**src/rtl/seq_restoring_divider.sv**
```systemverilog
// Sequential unsigned restoring divider: 2W-bit dividend / W-bit divisor, one quotient bit per clock.
// Optional DIV_EARLY_OUT_EN: finish immediately when the dividend is smaller than the divisor.
module seq_restoring_divider #(
    parameter int W = 8
) (
    input  logic           clk,
    input  logic           rst,
    input  logic           in_valid,
    output logic           in_ready,
    input  logic [2*W-1:0] dividend,
    input  logic [W-1:0]   divisor,
    output logic           out_valid,
    input  logic           out_ready,
    output logic [2*W-1:0] quotient,
    output logic [W-1:0]   remainder,
    output logic           div_by_zero
);

    localparam int CW = $clog2(2*W);
    localparam logic [CW-1:0] LAST_BIT = CW'(2*W-1);

    typedef enum logic [1:0] {IDLE, CALC, DONE} state_t;

    state_t         state_reg, state_next;
    logic [CW-1:0]  count_reg, count_next;
    logic [W:0]     prem_reg, prem_next;
    logic [2*W-1:0] shift_reg, shift_next;
    logic [W-1:0]   dsor_reg, dsor_next;
    logic [2*W-1:0] quot_reg, quot_next;
    logic [W-1:0]   rem_reg, rem_next;
    logic           dbz_reg, dbz_next;

    // One extra bit of headroom so the trial compare never overflows.
    logic [W+1:0]   trial;
    logic           trial_ge;

    assign trial    = {prem_reg, shift_reg[2*W-1]};
    assign trial_ge = (trial >= (W+2)'(dsor_reg));

    always_ff @(posedge clk) begin
        if (rst) begin
            state_reg <= IDLE;
        end else begin
            state_reg <= state_next;
        end
    end

    always_ff @(posedge clk) begin
        if (rst) begin
            count_reg <= '0;
            prem_reg  <= '0;
            shift_reg <= '0;
            dsor_reg  <= '0;
            quot_reg  <= '0;
            rem_reg   <= '0;
            dbz_reg   <= 1'b0;
        end else begin
            count_reg <= count_next;
            prem_reg  <= prem_next;
            shift_reg <= shift_next;
            dsor_reg  <= dsor_next;
            quot_reg  <= quot_next;
            rem_reg   <= rem_next;
            dbz_reg   <= dbz_next;
        end
    end

    always_comb begin
        state_next = state_reg;
        count_next = count_reg;
        prem_next  = prem_reg;
        shift_next = shift_reg;
        dsor_next  = dsor_reg;
        quot_next  = quot_reg;
        rem_next   = rem_reg;
        dbz_next   = dbz_reg;

        case (state_reg)
            IDLE: begin
                if (in_valid) begin
                    if (divisor == '0) begin
                        quot_next  = '1;
                        rem_next   = dividend[W-1:0];
                        dbz_next   = 1'b1;
                        state_next = DONE;
                    end
`ifdef DIV_EARLY_OUT_EN
                    else if (dividend < {{W{1'b0}}, divisor}) begin
                        quot_next  = '0;
                        rem_next   = dividend[W-1:0];
                        dbz_next   = 1'b0;
                        state_next = DONE;
                    end
`endif
                    else begin
                        dsor_next  = divisor;
                        prem_next  = '0;
                        shift_next = dividend;
                        count_next = '0;
                        state_next = CALC;
                    end
                end
            end

            CALC: begin
                // Dividend bits leave at the top while quotient bits enter at the bottom.
                if (trial_ge) begin
                    prem_next  = (W+1)'(trial - (W+2)'(dsor_reg));
                    shift_next = {shift_reg[2*W-2:0], 1'b1};
                end else begin
                    prem_next  = (W+1)'(trial);
                    shift_next = {shift_reg[2*W-2:0], 1'b0};
                end
                count_next = count_reg + CW'(1);
                if (count_reg == LAST_BIT) begin
                    quot_next  = shift_next;
                    rem_next   = prem_next[W-1:0];
                    dbz_next   = 1'b0;
                    count_next = '0;
                    state_next = DONE;
                end
            end

            DONE: begin
                if (out_ready) begin
                    state_next = IDLE;
                end
            end

            default: state_next = IDLE;
        endcase
    end

    assign in_ready    = (state_reg == IDLE);
    assign out_valid   = (state_reg == DONE);
    assign quotient    = quot_reg;
    assign remainder   = rem_reg;
    assign div_by_zero = dbz_reg;

endmodule

```
**config.mk**
```make
export PLATFORM = sky130hd
export DESIGN_NAME = seq_restoring_divider
export DESIGN_NICKNAME = d
export VERILOG_FILES = /design/src/rtl/seq_restoring_divider.sv
export SDC_FILE = /design/constraint.sdc
export NUM_CORES = 1
export LEC_CHECK = 0
export ABC_AREA = 1
export BUFFER_PORTS_ARGS = -buffer_cell sky130_fd_sc_hd__buf_2
export CAP_MARGIN = 20
export CORE_ASPECT_RATIO = 2
export CORE_MARGIN = 2
export CORE_UTILIZATION = 50
export DETAILED_ROUTE_END_ITERATION = 10
export PLACE_DENSITY = 0.76
export SYNTH_ARGS = -nofsm -noshare
export SYNTH_HDL_FRONTEND = slang
export SYNTH_SLANG_ARGS = --single-unit
```
**constraint.sdc**
```tcl
create_clock -name clk -period 1.9 [get_ports clk]
set_clock_uncertainty 0.05 [all_clocks]
set_input_delay 0.285 -clock clk [delete_from_list [all_inputs] [get_ports clk]]
set_output_delay 0.285 -clock clk [all_outputs]
set_load 0.05 [all_outputs]
```
==> summary.md, run 1 <==
| Metric | Value |
|---|---|
| Post-synthesis area per instance | about 6.9 µm² |
| Met1 usage | around a quarter |
| Share of the synthesized area in the top cell type | between 30% and 40% |
| Worst path slowest cell | fa_2 |
| Commonest cells after routing, fill and taps aside | nand2_1, dfxtp_1, inv_1, buf_2, nor2_1 |
| Final setup viols | 18 |
| Final Slew Violations | 0 |
| Unrepaired setup endpoints after global routing | yes |
| Hold Vio Cnt, Final | 0 |
| Unique cell type count in the Yosys netlist | 30 |
| Register-to-Register Path Depth | 14 |
| Total global-route track usage | 25.5% |
| Gpl congestion | ~0.88 |
| Die Ht | about 120 µm |
| CP required | between 2 and 2.5 ns |
| Synthesized Nets | approximately 500 |
| LEAKAGE | approximately 2.1 nW |
| Final Cycle Share | 109% |
| Synth top area cells | dfxtp_1, nand2_1, inv_1 |
| # diodes | 0 |
| First-pass GRT wire length | around 13,000 µm |
| Pin count of the biggest net entering global routing | 34 |
| Crit path from | shift_reg[15] |
| Hold WC Path Type | in2reg |
| I/O pin count | 55 |
| Reg2Reg Capture Point | prem_reg[3] |
| Via Count | 3,292 |
| Final instance count without filler cells | between 600 and 700 |
| Worst slew pin tran | 0.481 ns |
| DR iter-0 viols | 148 |
| DRC viols | 0 |
| CTS tree | yes |
| Post-route ant nets | 0 |
| Post-synth EDFFs | 0 |
| Share of layout cells above drive strength 1 | approximately 29% |
| CTS Root Cell | clkbuf_16 |
| Startpoint types | flop |
| Violated checks | negative setup slack |
| GRT met3 Usage | between 5 and 6% |
| R2R setup slack | -0.16 ns |
| Top cell by count, worst path | inv_2 |
| DRT Wirelength | 8960 µm |
| Top FF cell, synth | dfxtp_1 |
| Die Area | between 0.007 and 0.008 mm² |
| DRT Pass-1 Iters | 5 |
| Area leader, netlist | dfxtp_1 |
| FFs w/ async S/R, synth | 0% |
| Seq cells post-synth | 64 |
| Initial antenna violation count | 0 |
| H-tree Lvls | 3 |
| Worst-Skew Late Latency | about 0.33 ns |
| CTS sink count | 64 |
| CTS Buf Count | 9 |
| Outcome | finished with violations |
| WS Path Type | reg2reg |
| Crit path capture type | flop |
| R2R Path Start | shift_reg[15] |
| Cells along the critical path | inv_2, ha_4, inv_2, fa_2, nand3_2, inv_2, nor2_2, nor2_2, nor2_4, nor2_4, nand2_1, nand3_1, nand2_1, inv_1 |
| Critical Path AT | 2.24 ns |
| VDD IR max | about 0.86 mV |
| Ys Warns | 0 |
| Routed len/inst | approximately 14 µm |
| Slew headroom | roughly 68% |
| CP Max Fanout | 5 |
| Number of global-route vias before repair | between 3,000 and 4,000 |
| Commonest non-fill, non-tap cell in the layout | nand2_1 |
| Port buffer count | 54 |
| Initial core utilization | 51.3% |
| DPL Wire Length | 6200 µm |
| Final worst slack | -0.163 ns |
| Total core area | roughly 0.0063 mm² |
| Cell Rows | just over 40 |
| Max Cap Viol | 0 |
| GRT overflow | 0 |
| Area grow syn2layout | 31.2% |
| Via-to-Cell Ratio | about 5.3 |
| Clock buffer depth | 2 |
| Post-synthesis cell area | between 0.003 and 0.004 mm² |
| Met2 Use GR | 45.5% |
| Sequential share of the synthesized area | approximately two fifths |
| Reg clk slew, reported paths | 0.06 ns |
| Synth Instances | roughly 460 |
| Worst Setup EP | prem_reg[3] |
| PwrDens | 1150 mW/mm² |
| GR peak layer | met2 |
| # nets final | around 570 |
| Fmax | between 400 and 500 MHz |
| Die Width | slightly above 60 µm |
| Min cycle time layout | roughly 2.1 ns |
| CP max stage delay | between 0.3 and 0.4 ns |
| Post-Place Cells | just over 600 |
| Tot Pwr | between 4 and 5 mW |
[worst max-delay path: cells and delay by family (launching register included)]
family                     cells  cell delay (ns)
adders and majority gates      2             0.48
DFF                            1             0.33
buffers and inverters          4             0.18
and+or+nand+nor                8             0.92
[report_power, final]
| part | internal (mW) | switching [mW] |
|---|---|---|
| clock | 0.935 | 0.560 |
| combinational | 0.629 | 1.10 |
| sequential | 1.49 | 0.105 |
| total | 3.06 | 1.77 |
[repair_timing]
action	4_1_cts	5_1_grt
gates resized for setup	15	41
cloned	1	0
hold buffers	0	0
setup buffers	3	1
pin swaps	8	19
setup endpoints to repair	18	20
[synthesized netlist by cell type (3+ instances only)]
master	number
a211oi_1	5
a21oi_1	32
a31oi_1	7
buf_2	7
clkbuf_1	9
dfxtp_1	64
ha_1	9
inv_1	57
nand2_1	110
nand3_1	37
nand4_1	3
nor2_1	55
nor2_2	8
o211a_1	3
o21ai_0	22
o21ai_1	11
o21bai_1	5
xor2_1	5
[metrics by stage]
| step | hold slack [ns] | worst slack (ns) | TNS [ns] | util (%) | cell area (µm²) |
|---|---|---|---|---|---|
| 4_1_cts | 0.162 | -0.0133 | -0.0698 | 64.3 | 4020 |
| 5_1_grt | 0.183 | -0.277 | -3.73 | 67.2 | 4210 |
| 6_report | 0.168 | -0.163 | -1.53 | 67.2 | 4210 |
| 3_3_place_gp | 0.405 | -0.0733 | -0.464 | 58.7 | 3670 |
| 2_1_floorplan | 0.383 | 0.0297 | 0 | - | 3210 |
| 3_5_place_dp | 0.407 | -0.143 | -1.66 | 58.7 | 3670 |
[logic make-up after synthesis]
group / synth area share [%]
AOI/OAI and AO/OA: 15.9
xor gates and xnor gates: 1.64
adders and majority gates: 4.13
buffers and inverters: 10.3
DFF: 39.9
and+or+nand+nor: 28.1
[metal layers]
layer  wire, µm  part of all wire (%)
met3        340                   3.8
met2       4830                    54
met4        464                   5.2
met1       3330                    37
met5          0                     0
[how the worst min path moves through the flow]
stage                            from            to  slack [ns]  depth (start not counted)
after floorplan           dsor_reg[2]   dsor_reg[2]        0.38                          2
after global placement    quotient[4]   quotient[4]        0.40                          2
after detailed placement  dsor_reg[3]   dsor_reg[3]        0.41                          2
after CTS                   out_ready  state_reg[1]        0.16                          4
after global routing        out_ready  state_reg[1]        0.18                          4
final                       out_ready  state_reg[1]        0.17                          4
[final cells by class]
class / count / area [µm²]
Fill cell: 549 / 2050
Timing Repair Buffer: 79 / 498
Clock buffer: 11 / 253
Clock inverter: 4 / 20.0
Tap cell: 86 / 108
Inverter: 60 / 228
Sequential cell: 64 / 1280
Multi-Input combinational cell: 321 / 1820
(Power assumes the default switching activity.)
==> run 2: changes to the inputs <==
--- a/config.mk
+++ b/config.mk
@@ -9,7 +9,7 @@
 export BUFFER_PORTS_ARGS = -buffer_cell sky130_fd_sc_hd__buf_2
 export CAP_MARGIN = 20
 export CORE_ASPECT_RATIO = 2
-export CORE_MARGIN = 2
+export CORE_MARGIN = 4
 export CORE_UTILIZATION = 50
 export DETAILED_ROUTE_END_ITERATION = 10
 export PLACE_DENSITY = 0.76
==> run 2 against run 1 <==
The flow still finishes with violations (negative setup slack); power up 6.2%; largest power group is now clock; fmax up 4.2%; via count about the same; largest cell class unchanged; worst hold slack worse by 0.0058 ns; critical endpoint unchanged; worst setup slack better by 0.082 ns.
==> summary.md, run 2 (synthesis results as in run 1) <==
| Metric | Value |
|---|---|
| Outcome | finished with violations (unchanged) |
| # nets final | 572 (was 573) |
| Final worst slack | -0.0805 ns (was -0.163 ns) |
| Unrepaired setup endpoints after global routing | yes (unchanged) |
| Die Ht | 121 µm (was 117 µm) |
| Max Cap Viol | 0 (unchanged) |
| Critical Path AT | 2.16 ns (was 2.24 ns) |
| DRC viols | 0 (unchanged) |
| Top cell by count, worst path | inv_2 (unchanged) |
| H-tree Lvls | 3 (unchanged) |
| Via Count | 3,289 (was 3,292) |
| Hold Vio Cnt, Final | 0 (unchanged) |
| Startpoint types | flop (unchanged) |
| GRT overflow | 0 (unchanged) |
| Post-route ant nets | 0 (unchanged) |
| Worst Hold End | state_reg[1] (unchanged) |
| Initial core utilization | 51.3% (unchanged) |
| Violated checks | negative setup slack (unchanged) |
| VDD IR max | 0.927 mV (was 0.858 mV) |
| Die Area | 0.00784 mm² (was 0.00711 mm²) |
| Pin count of the biggest net entering global routing | 34 (unchanged) |
| Routed len/inst | 14.2 µm (was 14.3 µm) |
| DRT Wirelength | 8860 µm (was 8960 µm) |
| Post-Place Cells | 605 (unchanged) |
| Final Slew Violations | 0 (unchanged) |
| Fmax | 505 MHz (was 485 MHz) |
| CTS Root Cell | clkbuf_16 (unchanged) |
| HP Start | out_ready (unchanged) |
| Tot Pwr | 5.12 mW (was 4.82 mW) |
| Gpl congestion | 0.930 (was 0.885) |
| Sequential Power Share | 31.1% (was 33.1%) |
| Worst slew pin tran | 0.454 ns (was 0.481 ns) |
| Commonest cells after routing, fill and taps aside | nand2_1, dfxtp_1, buf_2 (was nand2_1, dfxtp_1, inv_1, buf_2, nor2_1) |
| Gate power share | 31.8% (was 35.9%) |
| R2R setup slack | -0.08 ns (was -0.16 ns) |
| Total core area | 0.00626 mm² (unchanged) |
| Via-to-Cell Ratio | 5.27 (about the same) |
| Dpl ws | -0.124 ns (was -0.143 ns) |
| NetSw | 1.74 mW (was 1.77 mW) |
| Initial antenna violation count | 0 (unchanged) |
| WS Path Type | reg2reg (unchanged) |
| Final setup viols | 17 (was 18) |
| Reg clk slew, reported paths | 0.06 ns (about the same) |
| Cell Rows | 41 (unchanged) |
| CP required | 2.08 ns (about the same) |
| Final instance count without filler cells | 624 (was 625) |
| Hold path depth | 4 (unchanged) |
| Register-to-Register Path Depth | 13 (was 14) |
| PwrDens | 1210 mW/mm² (was 1150 mW/mm²) |
| DPL Wire Length | 6220 µm (was 6200 µm) |
| Worst-Skew Late Latency | 0.33 ns (about the same) |
| # diodes | 0 (unchanged) |
| Reg2Reg Capture Point | prem_reg[3] (unchanged) |
| Slew headroom | 69.7% (was 67.9%) |
| I/O pin count | 55 (unchanged) |
| Crit path capture type | flop (unchanged) |
| Switching share of power | 34.0% (was 36.6%) |
| Fin util | 67.7% (was 67.2%) |
| Cells along the critical path | ha_4, inv_2, fa_2, nand3_2, inv_2, nor2_2, nor2_2, nor2_4, nor2_4, nand2_2, nand3_2, nand2_2, inv_2 (was inv_2, ha_4, inv_2, fa_2, nand3_2, inv_2, nor2_2, nor2_2, nor2_4, nor2_4, nand2_1, nand3_1, nand2_1, inv_1) |
| Area grow syn2layout | 32.0% (was 31.2%) |
| LEAKAGE | 2.14 nW (was 2.12 nW) |
| Die Width | 64.6 µm (was 60.6 µm) |
| CTS sink count | 64 (unchanged) |
| DRT Pass-1 Iters | 4 (was 5) |
| Post-CTS Hold Buffers | 0 (unchanged) |
| CTS Buf Count | 9 (unchanged) |
| Min cycle time layout | 1.98 ns (was 2.06 ns) |
| Final Cycle Share | 104% (was 109%) |
| Clock buffer depth | 2 (unchanged) |
| Hold WC Path Type | in2reg (unchanged) |
| CP Max Fanout | 5 (unchanged) |
| First-pass GRT wire length | 14,400 µm (was 13,500 µm) |
| CP max stage delay | 0.37 ns (was 0.36 ns) |
| Hold WS | 0.162 ns (was 0.168 ns) |
| DR iter-0 viols | 127 (was 148) |
| Worst path slowest cell | dfxtp_1 (was fa_2) |
| Share of layout cells above drive strength 1 | 27.9% (was 29.1%) |
| Total global-route track usage | 23.9% (was 25.5%) |
| R2R Path Start | dsor_reg[0] (was shift_reg[15]) |
| Number of global-route vias before repair | 3,188 (was 3,108) |
| Clock power share | 37.0% (was 31.0%) |
| Port buffer count | 54 (unchanged) |
| CTS tree | yes (unchanged) |
| Commonest non-fill, non-tap cell in the layout | nand2_1 (unchanged) |
| Internal power | 3.38 mW (was 3.06 mW) |
-- run 2: changes by cell type in the layout (fill, tap and decap cells not counted), sizes merged --
cell      delta
buf          -1
bufinv       +3
clkbuf       -1
clkinv       -4
clkinvlp     +2
-- run 2: power by group through the flow --
stage,Combinational [mW],Clock (mW),Sequential [mW]
floorplan,0.824,0,1.77
global placement,1.34,0,1.60
detailed placement,1.36,0,1.61
CTS,1.54,1.91,1.59
global route,1.79,1.98,1.61
finish,1.63,1.90,1.59
-- run 2: worst max-delay path: cells and delay by family (launching register included) --
kind | cells | cell delay, ns
adders and majority gates | 2 | 0.49
buffers and inverters | 3 | 0.11
and+or+nand+nor | 8 | 0.85
DFF | 1 | 0.37
-- run 2: layout make-up --
| class | count | area, µm² |
|---|---|---|
| multi-input cells | 321 | 1790 |
| repair buffers | 78 | 483 |
| well taps | 86 | 108 |
| fillers | 538 | 2020 |
| clock inverters | 5 | 105 |
| clock buffers | 10 | 239 |
| flip-flops and latches | 64 | 1280 |
| inverters | 60 | 230 |
-- run 2: per-layer routing --
metal	track usage [%]	part of all wire, %	vias to the layer above
li1	-	-	1625
met4	13.4	4.1	0
met1	24.3	37	1535
met5	0	0	-
met2	43.9	55	99
met3	5.10	4.7	30
-- run 2: how the worst max path moves through the flow --
stage / depth (start not counted) / startpoint / to
after floorplan: 14 / shift_reg[15] / prem_reg[1]
after detailed placement: 14 / shift_reg[15] / remainder[4]
after CTS: 14 / shift_reg[15] / prem_reg[5]
after global routing: 14 / shift_reg[15] / prem_reg[3]
after global placement: 14 / shift_reg[15] / remainder[4]
final: 13 / dsor_reg[0] / prem_reg[3]
-- run 2: what timing repair did --
| action | in CTS | in global routing |
|---|---|---|
| setup buffers | 2 | 1 |
| gates resized for setup | 22 | 24 |
| cloned | 1 | 0 |
| pin swaps | 10 | 11 |
| endpoints found under the setup margin | 19 | 20 |
-- run 2: per-stage QoR --
step	setup TNS, ns	area, µm²
after floorplan	0	3210
after global placement	-0.591	3670
final	-0.924	4240
after CTS	0	4140
after detailed placement	-1.29	3670
after global routing	-2.87	4240
